--- src/rtl/mux_nto1_scan.sv ---
// -----------------------------------------------------------------------------
// mux_nto1_scan
//
// Registered N-channel multiplexer with two select sources. In manual mode it
// uses sel_in. In scan mode an internal sequencer stays on each channel for
// DWELL cycles. Every output is registered. ch_out tags the channel that the
// sample in y_out came from.
//
// Ports
//   clk_in     in   1            clock, rising edge
//   rst_n_in   in   1            asynchronous active-low reset
//   d_in       in   NUM_CH*D_W   channel k at d_in[k*D_W +: D_W]
//   sel_in     in   SEL_W        manual channel select
//   mode_in    in   1            0 = manual, 1 = scan
//   en_in      in   1            1 = update, 0 = freeze all state
//   y_out      out  D_W          registered sample of the selected channel
//   ch_out     out  SEL_W        channel index y_out was taken from
//   valid_out  out  1            y_out/ch_out were updated on this edge
//   wrap_out   out  1            one-cycle pulse when the scan wraps to ch 0
// -----------------------------------------------------------------------------
module mux_nto1_scan #(
    parameter  int NUM_CH = 4,
    parameter  int D_W    = 1,
    parameter  int DWELL  = 5,
    localparam int SEL_W  = $clog2(NUM_CH)
) (
    input  logic                   clk_in,
    input  logic                   rst_n_in,
    input  logic [NUM_CH*D_W-1:0]  d_in,
    input  logic [SEL_W-1:0]       sel_in,
    input  logic                   mode_in,
    input  logic                   en_in,
    output logic [D_W-1:0]         y_out,
    output logic [SEL_W-1:0]       ch_out,
    output logic                   valid_out,
    output logic                   wrap_out
);

    localparam int                CNT_W      = $clog2(DWELL + 1);
    localparam logic [CNT_W-1:0]  CNT_LAST   = CNT_W'(DWELL - 1);
    localparam logic [SEL_W-1:0]  CH_LAST    = SEL_W'(NUM_CH - 1);
    localparam logic [SEL_W:0]    NUM_CH_EXT = (SEL_W + 1)'(NUM_CH);

    // ST_MANUAL     : last enabled edge was manual, so the dwell counter is 0.
    // ST_SCAN_DWELL : scanning, and the next scan edge only counts.
    // ST_SCAN_STEP  : scanning, and the next scan edge advances the channel.
    typedef enum logic [1:0] {
        ST_MANUAL,
        ST_SCAN_DWELL,
        ST_SCAN_STEP
    } state_t;

    state_t            state_q,  state_d;
    logic [CNT_W-1:0]  cnt_q,    cnt_d;
    logic [SEL_W-1:0]  ch_q,     ch_d;
    logic [D_W-1:0]    y_q,      y_d;
    logic [SEL_W-1:0]  ch_out_q, ch_out_d;
    logic              valid_q,  valid_d;
    logic              wrap_q,   wrap_d;

    logic [D_W-1:0]    chan [NUM_CH];
    logic              sel_ok;
    logic              step;
    logic [SEL_W-1:0]  ch_inc;
    logic [CNT_W-1:0]  cnt_inc;

    // Unpack the flat input bus into one entry per channel.
    generate
        for (genvar gi = 0; gi < NUM_CH; gi++) begin : g_chan
            assign chan[gi] = d_in[gi*D_W +: D_W];
        end
    endgenerate

    // sel_in codes at or above NUM_CH exist only when NUM_CH is not a power of two.
    assign sel_ok  = ({1'b0, sel_in} < NUM_CH_EXT);

    // The channel wraps at NUM_CH. It does not wrap at 2**SEL_W.
    assign ch_inc  = (ch_q == CH_LAST) ? '0 : ch_q + 1'b1;
    assign cnt_inc = cnt_q + 1'b1;

    // Coming from manual, the counter is 0. That edge is a step edge only when DWELL is 1.
    assign step = (state_q == ST_SCAN_STEP) ||
                  ((state_q == ST_MANUAL) && (CNT_LAST == '0));

    always_comb begin
        state_d  = state_q;
        cnt_d    = cnt_q;
        ch_d     = ch_q;
        y_d      = y_q;
        ch_out_d = ch_out_q;
        valid_d  = 1'b0;
        wrap_d   = 1'b0;

        if (en_in) begin
            if (!mode_in) begin
                state_d = ST_MANUAL;
                cnt_d   = '0;
                if (sel_ok) begin
                    ch_d     = sel_in;
                    y_d      = chan[sel_in];
                    ch_out_d = sel_in;
                    valid_d  = 1'b1;
                end
            end else begin
                // The sample comes from the channel in use at this edge. The advance takes effect after it.
                y_d      = chan[ch_q];
                ch_out_d = ch_q;
                valid_d  = 1'b1;
                if (step) begin
                    cnt_d   = '0;
                    ch_d    = ch_inc;
                    wrap_d  = (ch_q == CH_LAST);
                    state_d = (CNT_LAST == '0) ? ST_SCAN_STEP : ST_SCAN_DWELL;
                end else begin
                    cnt_d   = cnt_inc;
                    state_d = (cnt_inc == CNT_LAST) ? ST_SCAN_STEP : ST_SCAN_DWELL;
                end
            end
        end
    end

    always_ff @(posedge clk_in or negedge rst_n_in) begin
        if (!rst_n_in) begin
            state_q  <= ST_MANUAL;
            cnt_q    <= '0;
            ch_q     <= '0;
            y_q      <= '0;
            ch_out_q <= '0;
            valid_q  <= 1'b0;
            wrap_q   <= 1'b0;
        end else begin
            state_q  <= state_d;
            cnt_q    <= cnt_d;
            ch_q     <= ch_d;
            y_q      <= y_d;
            ch_out_q <= ch_out_d;
            valid_q  <= valid_d;
            wrap_q   <= wrap_d;
        end
    end

    assign y_out     = y_q;
    assign ch_out    = ch_out_q;
    assign valid_out = valid_q;
    assign wrap_out  = wrap_q;

endmodule
--- config.mk ---
export PLATFORM = sky130hd
export DESIGN_NAME = mux_nto1_scan
export DESIGN_NICKNAME = d
export VERILOG_FILES = /design/src/rtl/mux_nto1_scan.sv
export SDC_FILE = /design/constraint.sdc
export NUM_CORES = 1
export LEC_CHECK = 0
export BUFFER_PORTS_ARGS = -buffer_cell sky130_fd_sc_hd__buf_2
export CORE_AREA = 10 10 47 49
export DETAILED_ROUTE_END_ITERATION = 7
export DIE_AREA = 0 0 57 59
export HOLD_SLACK_MARGIN = 0.08
export PLACE_DENSITY = 0.71
export SETUP_SLACK_MARGIN = 0.2
export SLEW_MARGIN = 20
export SYNTH_ARGS = -nofsm -noshare
export SYNTH_HDL_FRONTEND = slang
export SYNTH_SLANG_ARGS = --single-unit
--- constraint.sdc ---
create_clock -name clk_in -period 3.65 [get_ports clk_in]
set_input_delay 0.365 -clock clk_in [delete_from_list [all_inputs] [get_ports clk_in]]
set_output_delay 0.365 -clock clk_in [all_outputs]
set_load 0.01 [all_outputs]
## Word level (Yosys, flattened, before mapping)

Cells that the tools add are included.

- Flip-flop bits (word level): 12
- Logic and storage cells: 38

- Equal/unequal tests: 4
- Reductions and logical operators: 1
- $lt $le $gt $ge: 2
- Bitwise operators: 2
- Add/subtract/negate cells: 2
- Multiplexer cells: 20

Operators by type and width:

| cell | count |
|---|---|
| $mux W2 | 7 |
| $mux W1 | 9 |
| $ge A3 B3 Y1 const B | 2 |
| $mux W3 | 2 |
| $not A2 Y3 | 2 |
| $bmux W1 S2 | 2 |
| $eq A2 B2 Y1 const B | 2 |
| $add A3 B1 Y3 const B | 1 |
| $eq A3 B3 Y1 const B | 1 |
| $add A2 B1 Y2 const B | 1 |
| $ne A2 B1 Y1 const B | 1 |
| $reduce_and A2 Y1 | 1 |

## Logic depth before layout (Yosys ltp)

- Depth in word-level cells: 5
- Depth in mapped cells: 4

## Worst setup path before layout

Ideal clock, no wire load.

- Path type: register to register
- From: reg ch_q[0]
- To: reg y_q, in the netlist y_out
- Arrival: 1.101 ns
- Slack: 2.423 ns
- Data required time: 3.524 ns
- Buffers on the path: 0
- Stages on the path, launching flop included: 4
- Cell sequence: dfrtp_1 mux4_2 mux2i_1 a21oi_1

- Word-level cells in the longest chain between the ends: 5

RTL lines:

| item | RTL line | text |
|---|---|---|
| start, declared | 55 | `logic [SEL_W-1:0] ch_q, ch_d;` |
| start signal, assigned | 134 | `ch_q <= ch_d;` |
| $not A2 Y3 (implied by the code) | 106 | `y_d = chan[ch_q];` |
| $bmux W1 S2 | 106 |  |
| $mux W1 (implied by the code) (2 in series) | 106 |  |
| $mux W1 | 95 | `if (!mode_in) begin` |
| end signal, assigned | 135 | `y_q <= y_d;` |
| end, declared | 56 | `logic [D_W-1:0] y_q, y_d;` |

Every way passes these cells. The select of a mux whose other input is x is not followed.
A chain may end at the register's enable or synchronous reset.

## Worst setup path after layout

Same ends and word-level chain as after synthesis.

==> impl_metrics.tcl <==
set metrics [dict create \
    status "finished clean" \
    netSwitchingPower_mw 0.0816 \
    fmax_mhz 761 \
    die_h_um 59 \
    cts_buffer_depth 2 \
    hold_start "sel_in[0]" \
    final.min_clock_period_ps 1310 \
    dpl_cell_area_sq_um 691 \
    vias_per_cell 5.42 \
    layout_worst_path_cycle_share_pct 36.0 \
    worstPathArrival_ps 1450 \
    critical_path.endpoint_type "flip-flop" \
    hold_path_end "ch_q[0]" \
    crit_type "flip-flop to flip-flop" \
    clock_power_share_pct 25.2 \
    grt_pass1_wl_mm 2.06 \
    synth_xor_area_share_pct 0 \
    rr_worst_depth 3 \
    fin_skew_ps 4.97 \
    synthSimpleGateAreaFrac_pct 12.6 \
    netlist_instances 57 \
    cellLeakagePower_nw 0.351 \
    ir_drop_uv 212 \
    avgSynthCellArea_sq_um 10.8 \
    finalSetupViolations 0 \
    tns_ps 0 \
    drive_above_1_share_pct 27.8 \
    die_area_sq_um 3360 \
    ys_ff_latch 12 \
    drt_iter0_drc 18 \
    worstHoldPathCells 3 \
    post-place-ws_ps 2290 \
    timing.rr.start "ch_q[0]" \
    seqPwrFrac_pct 53.2 \
    design_area_sq_um 723 \
    pin_count 15 \
    track_usage_pct 7.75 \
    clk_latency_ps 260 \
    synth-adder-area-share_pct 6.10 \
    yosysSeqAreaShare_pct 48.8 \
    crit_required_ps 3790 \
    worstMarginPinSlew_ps 321 \
    fill_cells 140 \
    cp-start-kind "flip-flop" \
    floorplan.initialDensity_pct 43.9 \
    synth_area_leaders "dfrtp_1, mux4_2, mux2i_1" \
    antenna_found_initial 0 \
    synth_top_cell_area_share_pct 48.8 \
    grt_pass1_vias 455 \
    slew_viol_final 0 \
    synth_warnings 0 \
    post_drt_wl_per_cell_um 14.5 \
    synth_top_cell_by_area "dfrtp_1" \
    vias 477 \
    rrSetupSlack_ps 2340 \
    switching_share_pct 27.1 \
    grt_start_max_net_pins 21 \
    drc 0 \
    hpwl_mm 1.02 \
    combinationalPowerShare_pct 21.6 \
    rsz0062_at_grt "false" \
    syn2layout_area_growth_pct 17.5 \
    slew_headroom_pct 78.6 \
    crit_slowest_cell "mux4_2" \
    cts-buffers-inserted 3 \
    cts.clk_slew.worst_paths_ps 70 \
    cts_max_level 1 \
    path_cells "mux4_2 > mux2i_1 > a21oi_1" \
    path_max_fanout 6 \
    hold_class "input pin to flip-flop" \
    synth_compound_area_share_pct 12.0 \
    row_count 14 \
    routed_wl_mm 1.28 \
    globalplace.congestion 0.746 \
    cts_tree "done" \
    hold_violations 0 \
    first_pass_iters 5 \
    muxShareOfSynthArea_pct 15.7 \
    netlist_area_sq_um 616 \
    cts_sinks 12 \
    antenna_left 0 \
    post_synth_num_cell_types 18 \
    r2r_end "y_out" \
    power_density_nw_per_um2 417 \
    crit_path_max_incr_delay_ps 520 \
    grt_overflow 0 \
    syn_nets 70 \
    synth_top_family_by_area "multiplexers" \
    io_buffer_count 14 \
    fp.dieW_um 57 \
    diodes 0 \
    crit_path_start "ch_q[0]" \
    setup_slack_ps 2340 \
    num-nets-final 87 \
    internal_power_mw 0.220 \
    fp.coreArea_sq_um 1400 \
    cts-root-buf "clkbuf_4" \
    drv_cap 0 \
]
## per-stage QoR
step	total power, mW	instances	util [%]	hold WS [ps]
2_1_floorplan	0.205	57	-	69.4
3_3_place_gp	0.224	84	49.3	255
3_5_place_dp	0.228	84	49.3	259
4_1_cts	0.308	88	51.6	375
5_1_grt	0.320	88	51.6	405
6_report	0.302	88	51.6	380
## flip-flops by register name, indices dropped and copies added (netlist names)
register and count:
valid_out 1, cnt_q 3, ch_out 2, y_out 1, ch_q 2, wrap_out 1
state_q 2
## final cells by class
class	instances	area, sq um	area share (%)
sequential	12	300	41.5
multi-input combinational	38	285	39.4
timing repair buffer	15	80.1	11.1
clock buffer	3	22.5	3.11
tap	16	20.0	2.77
inverter	4	15.0	2.08
## routing by layer
layer / GRT usage [%] / routed length, um / part of all wire, % / vias to the layer above
met5: 0 / 0 / 0 / -
met4: 3.02 / 0 / 0 / 0
met3: 3.22 / 76 / 6.0 / 0
met2: 12.4 / 678 / 53 / 22
met1: 9.00 / 520 / 41 / 220
li1: - / - / - / 235
## cell families after synthesis
kind of cell               after synthesis
AOI/OAI and AO/OA                       13
and+or+nand+nor                         15
adders and majority gates                3
muxes                                    7
buffers and inverters                    7
DFF                                     12
## how the worst max path moves through the flow
| stage | end | slack [ps] |
|---|---|---|
| CTS | y_out | 2330 |
| finish | y_out | 2340 |
| global route | y_out | 2250 |
| floorplan | y_out | 2420 |
| detailed placement | y_out | 2290 |
| global placement | y_out | 2360 |
## cells in the mapped netlist
| library cell | count |
|---|---|
| nor2b_1 | 3 |
| a21oi_1 | 6 |
| nor2_1 | 4 |
| nand2_1 | 3 |
| o22ai_1 | 3 |
| mux2_2 | 1 |
| and3b_1 | 1 |
| a22oi_1 | 2 |
| o21ai_0 | 2 |
| and3_1 | 1 |
| mux2i_1 | 4 |
| ha_1 | 3 |
| inv_1 | 4 |
| mux4_2 | 2 |
| dfrtp_1 | 12 |
| nand2b_1 | 2 |
| nand3_1 | 1 |
| buf_2 | 3 |
## power groups by stage
stage	combinational, mW	clock [mW]	sequential, mW
detailed placement	0.0652	0	0.163
floorplan	0.0414	0	0.163
global route	0.0736	0.0839	0.163
global placement	0.0623	0	0.162
finish	0.0652	0.0760	0.160
CTS	0.0662	0.0809	0.161
## critical path: cells and delay by family, from the launching register on
| kind | cells | cell delay (ps) |
|---|---|---|
| multiplexers | 2 | 660 |
| flip-flops | 1 | 450 |
| AO/OA/AOI/OAI | 1 | 80 |
## cell usage in the layout (no fill, tap or decap)
master,n
dfrtp_1,12
and3_1,1
nand2_1,3
buf_2,14
nor2_1,4
nor2b_1,3
mux2i_1,4
nand2b_1,2
a21oi_1,6
a22oi_1,2
dlygate4sd3_1,1
clkbuf_4,3
nand3_1,1
o21ai_0,2
inv_1,4
mux4_2,2
and3b_1,1
o22ai_1,3
ha_1,3
mux2_2,1
## timing repair
action                                 CTS  global route
resized for setup                        0             0
buffers inserted                         0             0
endpoints found under the hold margin   12             0
hold buffers                             1             0
(Power assumes the default switching activity.)
